<file path="config.mk">
export PLATFORM = sky130hd
export DESIGN_NAME = apb_const_reader
export DESIGN_NICKNAME = d
export VERILOG_FILES = /design/src/rtl/apb_const_reader.sv
export SDC_FILE = /design/constraint.sdc
export NUM_CORES = 1
export LEC_CHECK = 0
export ABC_CLOCK_PERIOD_IN_PS = 2200
export BUFFER_PORTS_ARGS = -buffer_cell sky130_fd_sc_hd__buf_2
export CORE_ASPECT_RATIO = 1.25
export CORE_MARGIN = 1.5
export CORE_UTILIZATION = 40
export CTS_BUF_LIST = sky130_fd_sc_hd__clkbuf_16
export CTS_CLUSTER_DIAMETER = 100
export DETAILED_ROUTE_END_ITERATION = 12
export PLACE_DENSITY = 0.75
export SLEW_MARGIN = 5
export SYNTH_ARGS = -nofsm -noshare
export SYNTH_HDL_FRONTEND = slang
export SYNTH_SLANG_ARGS = --single-unit
</file>
<file path="constraint.sdc">
create_clock -name pclk -period 2.2 [get_ports pclk]
set_input_delay 0 -clock pclk [delete_from_list [all_inputs] [get_ports pclk]]
set_output_delay 0 -clock pclk [all_outputs]
set_load 0.1 [all_outputs]
</file>
<file path="src/rtl/apb_const_reader.sv">
// apb_const_reader: APB requester that reads NUM_WORDS sequential words and streams them out.
// Optional ACCESS-phase timeout is enabled by defining APB_RDR_TIMEOUT_EN.
`default_nettype none

module apb_const_reader #(
  parameter int          NUM_WORDS = 4,
  parameter logic [31:0] BASE_ADDR = 32'h0,
  parameter logic [31:0] ADDR_STEP = 32'h1,
  parameter int          TIMEOUT   = 16
) (
  input  logic        pclk,
  input  logic        preset,
  input  logic        start,
  output logic        busy,
  output logic        done,
  output logic        err,
  output logic        psel,
  output logic        penable,
  output logic [31:0] paddr,
  input  logic        pready,
  input  logic        pslverr,
  input  logic [31:0] prdata,
  output logic [31:0] out_data,
  output logic [7:0]  out_idx,
  output logic        out_valid,
  input  logic        out_ready
);

  localparam logic [2:0] S_IDLE   = 3'd0;
  localparam logic [2:0] S_SETUP  = 3'd1;
  localparam logic [2:0] S_ACCESS = 3'd2;
  localparam logic [2:0] S_OUT    = 3'd3;
  localparam logic [2:0] S_FIN    = 3'd4;

  localparam logic [7:0] LAST_IDX = 8'(NUM_WORDS - 1);

  logic [2:0] state;
  logic [7:0] count;

`ifdef APB_RDR_TIMEOUT_EN
  localparam int            TW      = $clog2(TIMEOUT + 1);
  localparam logic [TW-1:0] TO_LAST = TW'(TIMEOUT - 1);
  logic [TW-1:0] tcnt;
`endif

  always_ff @(posedge pclk) begin
    if (preset) begin
      state     <= S_IDLE;
      count     <= '0;
      busy      <= 1'b0;
      done      <= 1'b0;
      err       <= 1'b0;
      psel      <= 1'b0;
      penable   <= 1'b0;
      paddr     <= '0;
      out_data  <= '0;
      out_idx   <= '0;
      out_valid <= 1'b0;
`ifdef APB_RDR_TIMEOUT_EN
      tcnt      <= '0;
`endif
    end else begin
      done <= 1'b0;
      case (state)
        S_IDLE: begin
          if (start) begin
            state   <= S_SETUP;
            paddr   <= BASE_ADDR;
            count   <= '0;
            err     <= 1'b0;
            busy    <= 1'b1;
            psel    <= 1'b1;
            penable <= 1'b0;
          end
        end
        S_SETUP: begin
          state   <= S_ACCESS;
          penable <= 1'b1;
`ifdef APB_RDR_TIMEOUT_EN
          tcnt    <= '0;
`endif
        end
        S_ACCESS: begin
          if (pready) begin
            psel    <= 1'b0;
            penable <= 1'b0;
            if (pslverr) begin
              err   <= 1'b1;
              done  <= 1'b1;
              state <= S_FIN;
            end else begin
              out_data  <= prdata;
              out_idx   <= count;
              out_valid <= 1'b1;
              state     <= S_OUT;
            end
          end
`ifdef APB_RDR_TIMEOUT_EN
          else if (tcnt == TO_LAST) begin
            psel    <= 1'b0;
            penable <= 1'b0;
            err     <= 1'b1;
            done    <= 1'b1;
            state   <= S_FIN;
          end else begin
            tcnt <= tcnt + 1'b1;
          end
`endif
        end
        S_OUT: begin
          // Next read is issued only after the buffered word is accepted.
          if (out_ready) begin
            out_valid <= 1'b0;
            if (count == LAST_IDX) begin
              done  <= 1'b1;
              state <= S_FIN;
            end else begin
              count <= count + 8'd1;
              paddr <= paddr + ADDR_STEP;
              psel  <= 1'b1;
              state <= S_SETUP;
            end
          end
        end
        S_FIN: begin
          busy  <= 1'b0;
          state <= S_IDLE;
        end
        default: state <= S_IDLE;
      endcase
    end
  end

endmodule

`default_nettype wire

</file>
* After elaboration in Yosys (flattened, before gate mapping)
Cells that the tools add are included.
W data, S select, Z words.
** Storage, ports and cells
- Bits in registers :: 89
- Input bits :: 38
- Output and inout port bits :: 78
** Operators by class
- $add $sub $neg :: 2
- Eq/ne operators :: 11
- Multiplexer cells :: 34
- Bitwise gates (word level) :: 1
- Reduce and logical (&&, ||, !) cells :: 15
** Operators with widths (number)
- $mux W32 :: 3
- $pmux W32 S2 :: 1
- $add A32 B1 Y32 const B :: 1
- $mux W8 :: 3
- $pmux W8 S2 :: 1
- $mux W3 :: 5
- $mux W1 :: 14
- $ne A2 B2 Y1 const B :: 6
- $pmux W3 S4 :: 1
- $reduce_and A4 Y1 :: 3
- $reduce_and A3 Y1 :: 3
- $add A8 B1 Y8 const B :: 1
- $eq A8 B2 Y1 const B :: 1
- $pmux W1 S2 :: 4
- $reduce_bool A2 Y1 :: 4
- $eq A3 B2 Y1 const B :: 2
- $pmux W1 S3 :: 2
- $reduce_bool A3 Y1 :: 2
- $reduce_and A5 Y1 :: 1
- $eq A3 B1 Y1 const B :: 1
- $eq A3 B3 Y1 const B :: 1
- $logic_not A3 Y1 :: 1
- $reduce_and A2 Y1 :: 1
- $not A1 Y1 :: 1

* Depth between registers and ports, before layout
Gate-level depths: netlist (run 1).
- Word-level depth :: 4
- Mapped depth :: 7

* Worst setup path after synthesis (run 1)
OpenSTA, ideal clock, no wires.
- Path type :: flip-flop to flip-flop
- Start :: register paddr[7]
- End :: register paddr[24]
- Data arrival time :: 2405 ps
- Required time :: 2130 ps
- Slack :: -276 ps
- Cell stages (with the launch flop) :: 7
- Period minus slack after synthesis :: 2476 ps
- Path through :: dfxtp_1 nand4_2 buf_6 nor4_4 o2111ai_1 or3_1 a21oi_1
** On the way
- Word-level cells in the longest chain between the ends :: 4
** Ends and longest elaborated chain
- from (decl) :: RTL line 19 : output logic [31:0] paddr,
- from (signal assigned) :: RTL line 119 : paddr <= paddr + ADDR_STEP;
- $add A32 B1 Y32 :: RTL line 119
- $mux W32 :: RTL line 114 : if (count == LAST_IDX) begin
- $mux W32 :: RTL line 112 : if (out_ready) begin
- $pmux W32 S2 :: RTL line 64 : case (state)
No other way between the ends. The select of a mux whose other input is x is not followed.
A chain may end at the register's enable or synchronous reset.

* Worst setup path after layout (run 1)
- Start :: register count[0]
- End :: register paddr[16]
** On the way
- Word-level cells in the longest chain between the ends :: 3
** Ends and longest elaborated chain
- from (decl) :: RTL line 38 : logic [7:0] count;
- from (signal assigned) :: RTL line 118 : count <= count + 8'd1;
- $eq A8 B2 Y1 :: RTL line 114
- $ne A2 B2 Y1 (no source line)
- $reduce_and A4 Y1 (no source line)
No other way between the ends.

==> flow_summary.ini, run 1 <==
[run_status]
status = completed

[logic_synthesis]
ys_types = 50
synthTopCellsByCount = nand2_1, dfxtp_1, a21oi_1
synth_top_area_cell = dfxtp_1
synth.top_cell.area_share_pct = 46.1
async_flop_share_pct = 0
yosys_most_used_dff = dfxtp_1
syn-num-nets = 503
ys_warn_count = 0
seq_area_frac_synth_pct = 46.1
synth.area.top_cells = dfxtp_1, nand2_1, a21oi_1, xor2_1, nor2_1
synth-edff-count = 0
synth_area_sq_mm = 0.00386
yosysMostFrequentCell = nand2_1
ys_ff_latch = 89
synthCells = 463
avgSynthCellArea_sq_um = 8.34

[placed_design]
gp_congestion = 0.873
dp_hpwl_microns = 7010
placed_area_sq_mm = 0.00467
io_buffer_count = 115
place_ws_ns = 0.149
dpl.cell_count = 689

[clock_network]
clkSinkCount = 89
clkTransAtPathRegs_ns = 0.06
worstSkewPairLatency_ns = 0.34
cts_buffer_depth = 2
clockRootBuffer = clkbuf_16
numCtsBuffers = 9
cts_tree = yes
cts_max_level = 3

[drt]
drc = 0
routed_wl_microns = 10500
drtAntennaViolNets = 0
vias_per_cell = 5.24
vias = 3862
drt_iter0_drc = 235
first_pass_iters = 4
wl_per_cell_microns = 14.3

[setup_path]
crit_path_start_kind = flip-flop
critPathArrivalTime_ns = 2.26
cp.required_ns = 2.46
critPathMaxFanout = 10
cp-end-kind = flip-flop
worstSetupPathType = reg2reg

[die]
core_sq_mm = 0.00927
start_util_pct = 41.7
row_count = 39
fp.dieH_microns = 113
num_io_pins = 116
dieArea_sq_mm = 0.0103
die_w_microns = 90.9

[global_routing]
gr-total-overflow = 0
grt_start_max_net_pins = 49
grt_pass1_wl_microns = 17100
grt_use_total_pct = 20.7
first_global_vias = 3698
antenna_found_initial = 0

[final_layout]
area_growth_pct = 37.8
finalNonFillerCells = 737
regArea_sq_mm = 0.00182
final_cell_area_sq_mm = 0.00533
layout.nets = 650
multi_input_area_sq_mm = 0.00194
fillers = 806
drive_above_1_share_pct = 31.1
diodes = 0

[timing]
setup_ws_ns = 0.196
clock_skew_ns = 0.00473
finalCritPeriodShare_pct = 91.1
grt_setup_unrepaired = false
finalSetupViolCount = 0
hold_viol = 0
drv_slew = 0
tns_ns = 0
fin_crit_ns = 2.00
worst_pin_slew_ns = 0.520
slew_headroom_pct = 65.6
fmax_mhz = 499

[power]
vdd_drop_max_mv = 0.509
p_per_area_mw_per_mm2 = 722
p_leak_uw = 0.00219

[min_path]
hp-class = in2reg

[run]
cap_violations = 0
[what timing repair did]
action,4_1_cts,5_1_grt
endpoints found under the hold margin,33,0
gates resized for setup,0,2
endpoints found under the setup margin,0,15
hold buffers,33,0
buffers inserted,0,0
[sequential cells by signal, indices dropped and copies added, names as in the netlist]
name,cells
busy,1
done,1
out_idx,8
penable,1
err,1
psel,1
out_valid,1
count,8
out_data,32
state,3
paddr,32
[where the power goes]
group	total (uW)	internal (uW)	switching [uW]
clock	1600	984	617
combinational	568	175	393
sequential	1680	1650	28.9
total	3850	2810	1040
[logic make-up after synthesis]
| logic type | synth area share, % |
|---|---|
| fa+ha+maj | 0.648 |
| simple gates | 26.3 |
| buf+inv | 4.05 |
| xor+xnor | 5.21 |
| flops | 46.1 |
| compound gates | 17.6 |
[area by class of cell]
type	instances	share of cell area [%]
Timing Repair Buffer	167	20.2
Tap cell	123	2.89
Sequential cell	89	34.1
Multi-Input combinational cell	336	36.5
Clock buffer	9	4.23
Clock inverter	6	1.60
Inverter	7	0.493
[path summary, 6_finish.rpt]
| path | from | to | slack [ns] | cells past startpoint |
|---|---|---|---|---|
| hold / removal | out_ready | state[0] | 0.08 | 4 |
| hold reg to reg | out_data[11] | out_data[11] | 0.45 | 2 |
| setup reg to reg | count[0] | paddr[16] | 0.20 | 7 |
| setup / recovery | count[0] | paddr[16] | 0.20 | 7 |
[metal layers]
layer  share of wire (%)  GRT usage, %  vias up
li1                    -             -     1905
met1                  42          23.8     1805
met2                  50          35.5      117
met3                 4.7          4.84       35
met4                 3.9          11.5        0
met5                   0             0        -
[cell usage in the layout, fill, tap and decap left out, drive strengths merged, types with 6 or more instances in the layout]
| cell | netlist | layout |
|---|---|---|
| dlygate4sd3 | 0 | 33 |
| nand2 | 102 | 102 |
| o2111ai | 10 | 10 |
| a21oi | 67 | 67 |
| xor2 | 20 | 20 |
| dfxtp | 89 | 89 |
| nor2 | 34 | 34 |
| o21ai | 16 | 16 |
| buf | 4 | 134 |
| inv | 7 | 8 |
| clkbuf | 27 | 9 |
| nor3 | 9 | 9 |
| nand3 | 6 | 6 |
| nand4 | 6 | 6 |
| or3 | 7 | 7 |
[through the flow]
stage          power (uW)  utilization, %  hold WS (ns)
2_1_floorplan        2090               -         0.136
3_3_place_gp         2220            50.4         0.241
3_5_place_dp         2230            50.4         0.248
4_1_cts              3880            57.3        0.0608
5_1_grt              3980            57.4        0.0743
6_report             3850            57.4        0.0770
[critical path, cell delays in order, from the launching register on]
cell and delay [ns]:
dfxtp_1 0.34, ha_1 0.25, nor4b_4 0.16, a21oi_4 0.27
o21ai_1 0.19, buf_4 0.21, or3_1 0.34, a21oi_1 0.16
Note: power is estimated with default switching activity, not from simulation.
==> run 2: changes to the inputs <==
CORE_UTILIZATION = 50   (was 40)
PLACE_DENSITY = 0.88   (was 0.75)
==> flow_summary.ini, run 2 (synthesis results as in run 1) <==
[final_layout]
final_cell_mix = buf_2, nand2_1, a21oi_1
final_cell_area_sq_mm = 0.00529
diodes = 0
drive_above_1_share_pct = 31.5
finalNonFillerCells = 708
regArea_sq_mm = 0.00182
area_growth_pct = 36.9
multi_input_area_sq_mm = 0.00193
final_common_cell = buf_2
fillers = 521
largest_registers = out_data (32), paddr (32)
layout.nets = 651

[drt]
drtAntennaViolNets = 0
vias_per_cell = 5.63
drc = 0
vias = 3985
drt_iter0_drc = 282
wl_per_cell_microns = 15.5
routed_wl_microns = 11000
first_pass_iters = 5

[timing]
fmax_mhz = 491
drv_slew = 0
fin_crit_ns = 2.03
hold_viol = 0
finalSetupViolCount = 0
worst_pin_slew_ns = 0.537
grt_setup_unrepaired = false
tns_ns = 0
finalCritPeriodShare_pct = 92.5
setup_ws_ns = 0.165
slew_headroom_pct = 64.0
holdWs_ns = 0.0141
clock_skew_ns = 0.00791

[placed_design]
dp_hpwl_microns = 6850
gp_congestion = 0.942
dpl.cell_count = 659
placed_area_sq_mm = 0.00462
place_ws_ns = 0.115
io_buffer_count = 115

[clock_network]
cts_resized = 0
cts_buffer_depth = 2
numCtsBuffers = 9
clkTransAtPathRegs_ns = 0.06
cts_max_level = 3
clockRootBuffer = clkbuf_16
cts_tree = yes
worstSkewPairLatency_ns = 0.34
clkSinkCount = 89

[power]
p_per_area_mw_per_mm2 = 757
p_leak_uw = 0.00219
vdd_drop_max_mv = 0.581

[die]
fp.dieH_microns = 101
die_w_microns = 81.6
row_count = 35
core_sq_mm = 0.00744
num_io_pins = 116
start_util_pct = 51.9
dieArea_sq_mm = 0.00827

[setup_path]
slowest_delay_ns = 0.47
crit_chain = ha_1, nor4b_2, a21oi_4, o21ai_1, or4b_1, a21oi_1
worstSetupPathType = reg2reg
cp-end-kind = flip-flop
critPathMaxFanout = 8
critPathSlowestCell = o21ai_1
cp.required_ns = 2.41
critPathArrivalTime_ns = 2.25
crit_path_start_kind = flip-flop

[global_routing]
grt_use_total_pct = 26.9
gr-total-overflow = 0
grt_pass1_wl_microns = 17200
grt_start_max_net_pins = 34
antenna_found_initial = 0
first_global_vias = 3638

[run]
cap_violations = 0

[min_path]
hp-class = in2reg

[run_status]
status = completed
## run 2: through the flow
step,total power (uW),util [%]
after floorplan,2090,-
after global placement,2210,62.0
after detailed placement,2220,62.0
after CTS,4010,70.9
after global routing,4140,71.0
final,4000,71.0
## run 2: metal layers
metal | track usage [%] | vias up | routed length (microns)
met3 | 7.03 | 35 | 644
met4 | 16.6 | 0 | 449
met2 | 44.5 | 165 | 5600
met1 | 30.7 | 1876 | 4300
met5 | 0 | - | 0
li1 | - | 1909 | -
## run 2: path summary, 6_finish.rpt
| check | end | startpoint | slack (ns) | depth (start not counted) |
|---|---|---|---|---|
| worst max-delay path | paddr[27] | count[0] | 0.17 | 6 |
| worst min register to register | out_data[13] | out_data[13] | 0.45 | 2 |
| worst min-delay path | busy | start | 0.01 | 3 |
| worst max register to register | paddr[27] | count[0] | 0.17 | 6 |
## run 2: cell type report
| class | instances | area share (%) |
|---|---|---|
| multi-input cells | 336 | 36.5 |
| well taps | 92 | 2.18 |
| inverters | 7 | 0.497 |
| clock inverters | 7 | 2.25 |
| clock buffers | 9 | 4.26 |
| flip-flops and latches | 89 | 34.4 |
| repair buffers | 168 | 19.9 |
## run 2: what timing repair did
action / in CTS / in global routing
endpoints found under the hold margin: 32 / 0
buffers inserted: 0 / 1
endpoints found under the setup margin: 0 / 1
hold buffers: 32 / 0
## run 2: worst max-delay path, delay by kind of cell, from the launching register on
kind | cells | cell delay, ns
compound gates | 3 | 0.68
fa+ha+maj | 1 | 0.22
flops | 1 | 0.38
simple gates | 2 | 0.62
## run 2: report_power, final
group | switching (uW) | internal [uW] | total [uW]
Sequential | 32.0 | 1650 | 1680
Clock | 652 | 1110 | 1760
Combinational | 394 | 167 | 560
==> run 3: changes to the inputs <==
==> constraint.sdc (replaced) <==
create_clock -name pclk -period 2.2 [get_ports pclk]
set_input_delay 0 -clock pclk [delete_from_list [all_inputs] [get_ports pclk]]
set_output_delay 0 -clock pclk [all_outputs]
set_load 0.005 [all_outputs]
==> flow_summary.ini, run 3 (synthesis results as in run 1) <==
[clock_network]
numCtsBuffers = 9
cts_max_level = 3
worstSkewPairLatency_ns = 0.34
cts_buffer_depth = 2
clkTransAtPathRegs_ns = 0.07
clockRootBuffer = clkbuf_16
clkSinkCount = 89
cts_tree = yes

[timing]
drv_slew = 0
hold_viol = 0
finalCritPeriodShare_pct = 95.8
fmax_mhz = 475
finalSetupViolCount = 0
clock_skew_ns = 0.00938
slew_headroom_pct = 46.5
worst_pin_slew_ns = 0.802
tns_ns = 0
grt_setup_unrepaired = false
fin_crit_ns = 2.11

[die]
core_sq_mm = 0.00744
start_util_pct = 51.9
dieArea_sq_mm = 0.00827
num_io_pins = 116
row_count = 35
die_w_microns = 81.6
fp.dieH_microns = 101

[power]
p_leak_uw = 0.00214
p_clk_share_pct = 42.1
vdd_drop_max_mv = 0.486
p_per_area_mw_per_mm2 = 679
p_seq_share_pct = 47.7
switchingPower_uw = 930
intPower_uw = 2600
comb_power_share_pct = 10.3
switching_share_pct = 26.4

[final_layout]
area_growth_pct = 34.4
final_cell_mix = buf_2, nand2_1, dfxtp_1
finalNonFillerCells = 706
largest_registers = out_data (32), paddr (32)
final_common_cell = buf_2
layout.nets = 649
drive_above_1_share_pct = 27.0
diodes = 0

[drt]
drt_iter0_drc = 317
drtAntennaViolNets = 0
drc = 0
routed_wl_microns = 11500
wl_per_cell_microns = 16.3
vias = 3971
first_pass_iters = 5
vias_per_cell = 5.62

[global_routing]
grt_start_max_net_pins = 49
grt_use_met2_pct = 49.0
gr-max-usage-layer = met2
antenna_found_initial = 0
globalRouteMet1Util_pct = 29.1
grt_use_total_pct = 26.6
first_global_vias = 3746
grt_pass1_wl_microns = 17100
gr-total-overflow = 0
use_met3_pct = 5.77

[setup_path]
crit_chain = nand2b_4, nor3_4, buf_4, or2_2, a21oi_1
reg2reg_slack_ns = 0.09
cp.required_ns = 2.38
worst-r2r-cell-count = 5
crit_path_start_kind = flip-flop
slowest_delay_ns = 0.65
cp-end-kind = flip-flop
r2r-end = paddr[24]
critPathMaxFanout = 41
cp-endpoint = paddr[24]
rr_startpoint = state[1]
crit_start = state[1]
worstSetupPathType = reg2reg
critPathArrivalTime_ns = 2.28
critPathSlowestCell = or2_2

[placed_design]
gp_congestion = 0.887
dp_hpwl_microns = 6560
dpl.cell_count = 657
io_buffer_count = 115

[run_status]
status = completed

[run]
cap_violations = 0

[min_path]
hp-class = in2reg
hold_depth = 3
run 3: cell types whose count changed in the layout (fill, tap and decap cells not counted), moves of 2 or more:
cell	before	now
buf_4	21	19
clkinv_4	2	0
inv_8	0	2
dfxtp_1	61	89
dfxtp_2	28	0
bufinv_16	3	0
inv_6	0	2
run 3: repair_timing:
item	in CTS	in global routing
hold buffers	32	0
endpoints found under the setup margin	0	8
setup buffers	0	1
hold endpoints to repair	32	0
resized for setup	0	2
run 3: cell type report:
cell class	count	area [sq um]
clock buffers	9	225
clock inverters	7	60.1
fillers	535	2250
inverters	7	26.3
multi-input cells	336	1940
flip-flops and latches	89	1780
well taps	92	115
repair buffers	166	1040
run 3: worst min path at each step:
stage	startpoint	to	slack (ns)
2_1_floorplan	prdata[0]	out_data[0]	0.14
6_report	start	busy	0.007
3_3_place_gp	prdata[0]	out_data[0]	0.24
3_5_place_dp	prdata[7]	out_data[7]	0.25
4_1_cts	start	busy	0.008
5_1_grt	start	busy	0.06
run 3: power by group through the flow:
stage                     Clock [uW]  Combinational (uW)  Sequential [uW]
after floorplan                    0                 186             1710
after global placement             0                 292             1710
after detailed placement           0                 300             1710
after CTS                       1500                 346             1680
after global routing            1580                 393             1680
final                           1480                 362             1680
run 3: critical path, delay by kind of cell, from the launching register on:
family	cells	cell delay (ns)
and+or+nand+nor	3	1.15
buffers and inverters	1	0.23
DFF	1	0.41
AOI/OAI and AO/OA	1	0.13
run 3: stage by stage:
stage               util [%]  total power (uW)  hold WS [ns]  cell area (sq um)  worst slack [ns]
floorplan                  -              1890         0.136               3860             0.396
global placement        61.3              2000         0.242               4570             0.282
finish                  69.7              3530       0.00742               5190            0.0933
detailed placement      61.3              2010         0.249               4570             0.139
global route            69.7              3660        0.0559               5190            0.0164
CTS                     69.5              3520       0.00821               5170            0.0952
run 3: layer usage:
layer / part of all wire, % / wire length (microns) / vias to the layer above
met5: 0 / 0 / -
met4: 1.9 / 221 / 0
met3: 7.5 / 866 / 23
met2: 51 / 5900 / 174
met1: 39 / 4520 / 1870
li1: - / - / 1904
